[src/rtl/grid_tx.sv]
// grid_tx: transmits a snapshot of an 8x8 board as a row-per-beat stream.
//
// A start request in IDLE captures the 64-bit grid into a snapshot.
// The block then presents one row per beat under a valid/ready handshake,
// pulses done for one cycle and counts completed frames.
//
// Ports
//   clk          system clock, rising edge
//   reset        asynchronous, active-high reset
//   grid         current board, row r in bits [COLS*r +: COLS]
//   start        request one frame (accepted in IDLE only)
//   abort        drop the frame in progress, return to IDLE
//   ready        downstream accepts row_data this cycle
//   valid        row_data/row_idx carry a row (SEND state)
//   row_data     bits of the current row, 0 when valid is low
//   row_idx      index of the current row
//   sof, eof     valid row is the first / last of the frame
//   busy         frame in SEND or DONE
//   done         one-cycle pulse after the last row is accepted
//   frame_count  completed frames, modulo 256
module grid_tx #(
  parameter int ROWS = 8,
  parameter int COLS = 8
) (
  input  logic                     clk,
  input  logic                     reset,
  input  logic [ROWS*COLS-1:0]     grid,
  input  logic                     start,
  input  logic                     abort,
  input  logic                     ready,
  output logic                     valid,
  output logic [COLS-1:0]          row_data,
  output logic [$clog2(ROWS)-1:0]  row_idx,
  output logic                     sof,
  output logic                     eof,
  output logic                     busy,
  output logic                     done,
  output logic [7:0]               frame_count
);

  localparam int IDX_W = $clog2(ROWS);
  localparam logic [IDX_W-1:0] LAST_ROW = IDX_W'(ROWS - 1);

  typedef enum logic [1:0] {
    S_IDLE = 2'd0,
    S_SEND = 2'd1,
    S_DONE = 2'd2
  } state_t;

  state_t                r_state;
  state_t                w_state_nxt;
  logic [ROWS*COLS-1:0]  r_snap;
  logic [IDX_W-1:0]      r_row_idx;
  logic [7:0]            r_frame_count;
  logic                  w_start_ok;
  logic                  w_xfer;
  logic                  w_last_row;

  assign w_start_ok = start && !abort;
  assign w_last_row = (r_row_idx == LAST_ROW);
  // A beat moves only in SEND, and abort wins over the handshake.
  assign w_xfer     = (r_state == S_SEND) && ready && !abort;

  always_ff @(posedge clk or posedge reset) begin
    if (reset) begin
      r_state <= S_IDLE;
    end else begin
      r_state <= w_state_nxt;
    end
  end

  always_comb begin
    w_state_nxt = r_state;
    valid       = 1'b0;
    busy        = 1'b0;
    done        = 1'b0;
    sof         = 1'b0;
    eof         = 1'b0;
    row_data    = '0;
    case (r_state)
      S_IDLE: begin
        if (w_start_ok) begin
          w_state_nxt = S_SEND;
        end
      end
      S_SEND: begin
        valid    = 1'b1;
        busy     = 1'b1;
        sof      = (r_row_idx == '0);
        eof      = w_last_row;
        row_data = r_snap[int'(r_row_idx) * COLS +: COLS];
        if (abort) begin
          w_state_nxt = S_IDLE;
        end else if (ready && w_last_row) begin
          w_state_nxt = S_DONE;
        end
      end
      S_DONE: begin
        busy        = 1'b1;
        // An abort landing in DONE cancels the completion as well.
        done        = !abort;
        w_state_nxt = S_IDLE;
      end
      default: begin
        w_state_nxt = S_IDLE;
      end
    endcase
  end

  always_ff @(posedge clk or posedge reset) begin
    if (reset) begin
      r_snap        <= '0;
      r_row_idx     <= '0;
      r_frame_count <= '0;
    end else begin
      case (r_state)
        S_IDLE: begin
          if (w_start_ok) begin
            r_snap    <= grid;
            r_row_idx <= '0;
          end
        end
        S_SEND: begin
          // The last row stays at LAST_ROW; DONE follows instead of a wrap.
          if (w_xfer && !w_last_row) begin
            r_row_idx <= r_row_idx + 1'b1;
          end
        end
        S_DONE: begin
          if (!abort) begin
            r_frame_count <= r_frame_count + 8'd1;
          end
        end
        default: begin
        end
      endcase
    end
  end

  assign row_idx     = r_row_idx;
  assign frame_count = r_frame_count;

endmodule

[config.mk]
export PLATFORM = sky130hd
export DESIGN_NAME = grid_tx
export DESIGN_NICKNAME = d
export VERILOG_FILES = /design/src/rtl/grid_tx.sv
export SDC_FILE = /design/constraint.sdc
export NUM_CORES = 1
export LEC_CHECK = 0
export CAP_MARGIN = 20
export CORE_ASPECT_RATIO = 2
export CORE_MARGIN = 1.5
export CORE_UTILIZATION = 41
export DETAILED_ROUTE_END_ITERATION = 10
export PLACE_DENSITY = 0.68
export REMOVE_ABC_BUFFERS = 1
export SLEW_MARGIN = 20
export SYNTH_ARGS = -nofsm -noshare
export SYNTH_HDL_FRONTEND = slang
export SYNTH_SLANG_ARGS = --single-unit
[constraint.sdc]
create_clock -name clk -period 5.6 [get_ports clk]
set_clock_uncertainty 0.2 [all_clocks]
set_input_delay 1.12 -clock clk [delete_from_list [all_inputs] [get_ports clk]]
set_output_delay 1.12 -clock clk [all_outputs]
set_load 0.1 [all_outputs]
==> impl_metrics.tcl <==
set metrics [dict create \
    status "complete, but fails checks" \
    violations "design-rule violations" \
    worst_hold_startpoint "frame_count[7]$_DFFE_PP0P_" \
    hold_path_class "reg -> reg" \
    final-setup-viol-count 0 \
    synth-simple-area-share 0.04689 \
    synthTopCellsByCount "dfrtp_1, mux2_4, mux2_2, o21ai_0, o22ai_1" \
    post-route-min-period_ns 4.418 \
    power.leakage_uw 0.002295 \
    async_flop_share 1.000 \
    synthCells 257 \
    seq_area_frac_synth 0.5015 \
    cap_violations 0 \
    netlist_area_um2 3842 \
    arrival_ns 3.10 \
    grt_use_total 0.1732 \
    drive_gt1_frac 0.3107 \
    grt_first_pass_wirelength_mm 13.14 \
    start_util 0.4235 \
    grt_setup_unrepaired "no" \
    placedCellCount 440 \
    ios 93 \
    hold_buffers 0 \
    antenna_found_initial 0 \
    rows 49 \
    fp.dieW_um 71.46 \
    worstHoldPathCells 1 \
    h-tree-depth 3 \
    finalHoldViolCount 0 \
    root_buffer "clkbuf_16" \
    tns_ns 0 \
    post_cts_resized 0 \
    n_antenna_cell 0 \
    vias 2405 \
    slew-limit-headroom 0.2853 \
    end_kind "primary output" \
    grt_pass1_vias 2600 \
    place_hpwl_mm 5.760 \
    coreArea_um2 9074 \
    min_to "frame_count[7]$_DFFE_PP0P_" \
    drv_slew 0 \
    wl_mm 8.171 \
    synthXorXnorAreaFrac 0.01596 \
    die-area_um2 9997 \
    postRouteAntennaNets 0 \
    power.density_nw_per_um2 552.3 \
    cts_buffer_depth 2 \
    drc 5 \
    synth_top_family_by_area "multiplexers" \
    fmax_mhz 226.3 \
    wl_per_cell_um 17.92 \
    synth.top_cell.area_share 0.5015 \
    finalPower_uw 2857 \
    synth_area_leaders "dfrtp_1, mux2_4, mux2_2, mux4_2, buf_6" \
    cp.required_ns 4.28 \
    ys_types 30 \
    r2r_cells 5 \
    yosys.area.top_type "dfrtp_1" \
    synth_compound_area_frac 0.03419 \
    synthFlopType "dfrtp_1" \
    path_class "reg -> out" \
    initialDrtViolationCount 118 \
    synth-seq-cells 77 \
    synth_adder_area_share 0.02279 \
    r2r-end "r_snap[37]$_DFFE_PP0P_" \
    vias_per_cell 5.274 \
    worst_pin_slew_ns 1.072 \
    finalNonFillerCells 456 \
    synth.avg_cell_area_um2 14.95 \
    insertion_delay_ns 0.33 \
    grt_max_degree 66 \
    post-cts-setup-buffers 0 \
    cts_sinks 77 \
    synth_edf_count 0 \
    io_buffers 92 \
    worstSetupStartpointType "flip-flop" \
    grt_overflow 0 \
    die_h_um 139.9 \
    cts_tree "yes" \
    timing.final.crit_share 0.7889 \
    cts_buffers 9 \
    dr.pass1.iters 7 \
    area_delta_synth_final_pct 34.65 \
    layout.nets 425 \
    place.gp.congestion 0.7805 \
    synth.area.mux_share 0.3409 \
    reg2reg_from "r_state[0]$_DFFE_PP0P_" \
    cp_max_fo 13 \
    rrSetupSlack_ns 3.22 \
    synth.most_common_cell "dfrtp_1" \
    synth_warnings 0 \
    vdd_drop_max_v 0.0003213 \
    clk_pin_slew_ns 0.06 \
]
report_power, final:
group	switching [uW]	internal [uW]
Clock	225	480
Combinational	625	582
Sequential	160	786
Total	1010	1850
metal layers:
metal	global-route usage	wire length [um]	vias to the layer above
met5	0	0	-
met4	0.09930	342	0
met3	0.02734	259	19
met2	0.2961	4366	60
met1	0.2017	3202	1216
li1	-	-	1110
flip-flops by register name, indices dropped and copies added, names as in the netlist:
signal       flops
frame_count      8
r_state          2
r_snap          64
row_idx          3
cells in the final DEF (no fill, tap or decap), drive strengths merged, types with 2 or more instances in the layout:
cell type / n
clkdlybuf4s50: 91
mux2: 81
dfrtp: 77
clkbuf: 10
o21ai: 9
o22ai: 9
nor2: 8
mux4: 8
nand2: 7
ha: 7
xnor2: 6
inv: 5
nand4: 4
bufinv: 4
buf: 4
nor2b: 3
nand2b: 3
mux2i: 3
and3: 2
a21oi: 2
clkinvlp: 2
nand3b: 2
stage by stage:
step	utilization	setup slack, ns	hold WS (ns)	instance area, um^2
4_1_cts	0.5702	1.105	0.2754	5174
5_1_grt	0.5702	1.008	0.2811	5174
3_5_place_dp	0.5301	1.488	0.2630	4810
2_1_floorplan	-	1.100	0.2709	3720
6_report	0.5702	1.182	0.2702	5174
3_3_place_gp	0.5270	1.397	0.2625	4782
worst max-delay path by stage:
| stage | endpoint | start |
|---|---|---|
| global placement | row_data[6] | row_idx[2]$_DFFE_PP0P_ |
| detailed placement | row_data[6] | row_idx[1]$_DFFE_PP0P_ |
| global route | row_data[6] | row_idx[1]$_DFFE_PP0P_ |
| CTS | row_data[6] | row_idx[1]$_DFFE_PP0P_ |
| finish | row_data[6] | row_idx[1]$_DFFE_PP0P_ |
| floorplan | row_data[0] | row_idx[2]$_DFFE_PP0P_ |
cells by family after synthesis:
family          after synthesis
simple gates                 32
xor+xnor                      7
flops                        77
buf+inv                      20
compound gates               22
mux                          92
fa+ha+maj                     7
worst max-delay path: stages, from the launching register on:
cell and delay, ns:
dfrtp_1 0.81, nand2b_1 0.42, o21ai_0 0.18, nor2_1 0.19, clkdlybuf4s50_1 1.15
final cells by class:
cell class	instances	area (um^2)
clock buffer	10	229.0
clock inverter	6	135.1
fill	792	3900
inverter	6	23.77
multi-input combinational	160	1770
sequential	77	1927
tap	102	127.6
timing repair buffer	95	960.9
No activity file was read; power rests on OpenSTA's default activity.
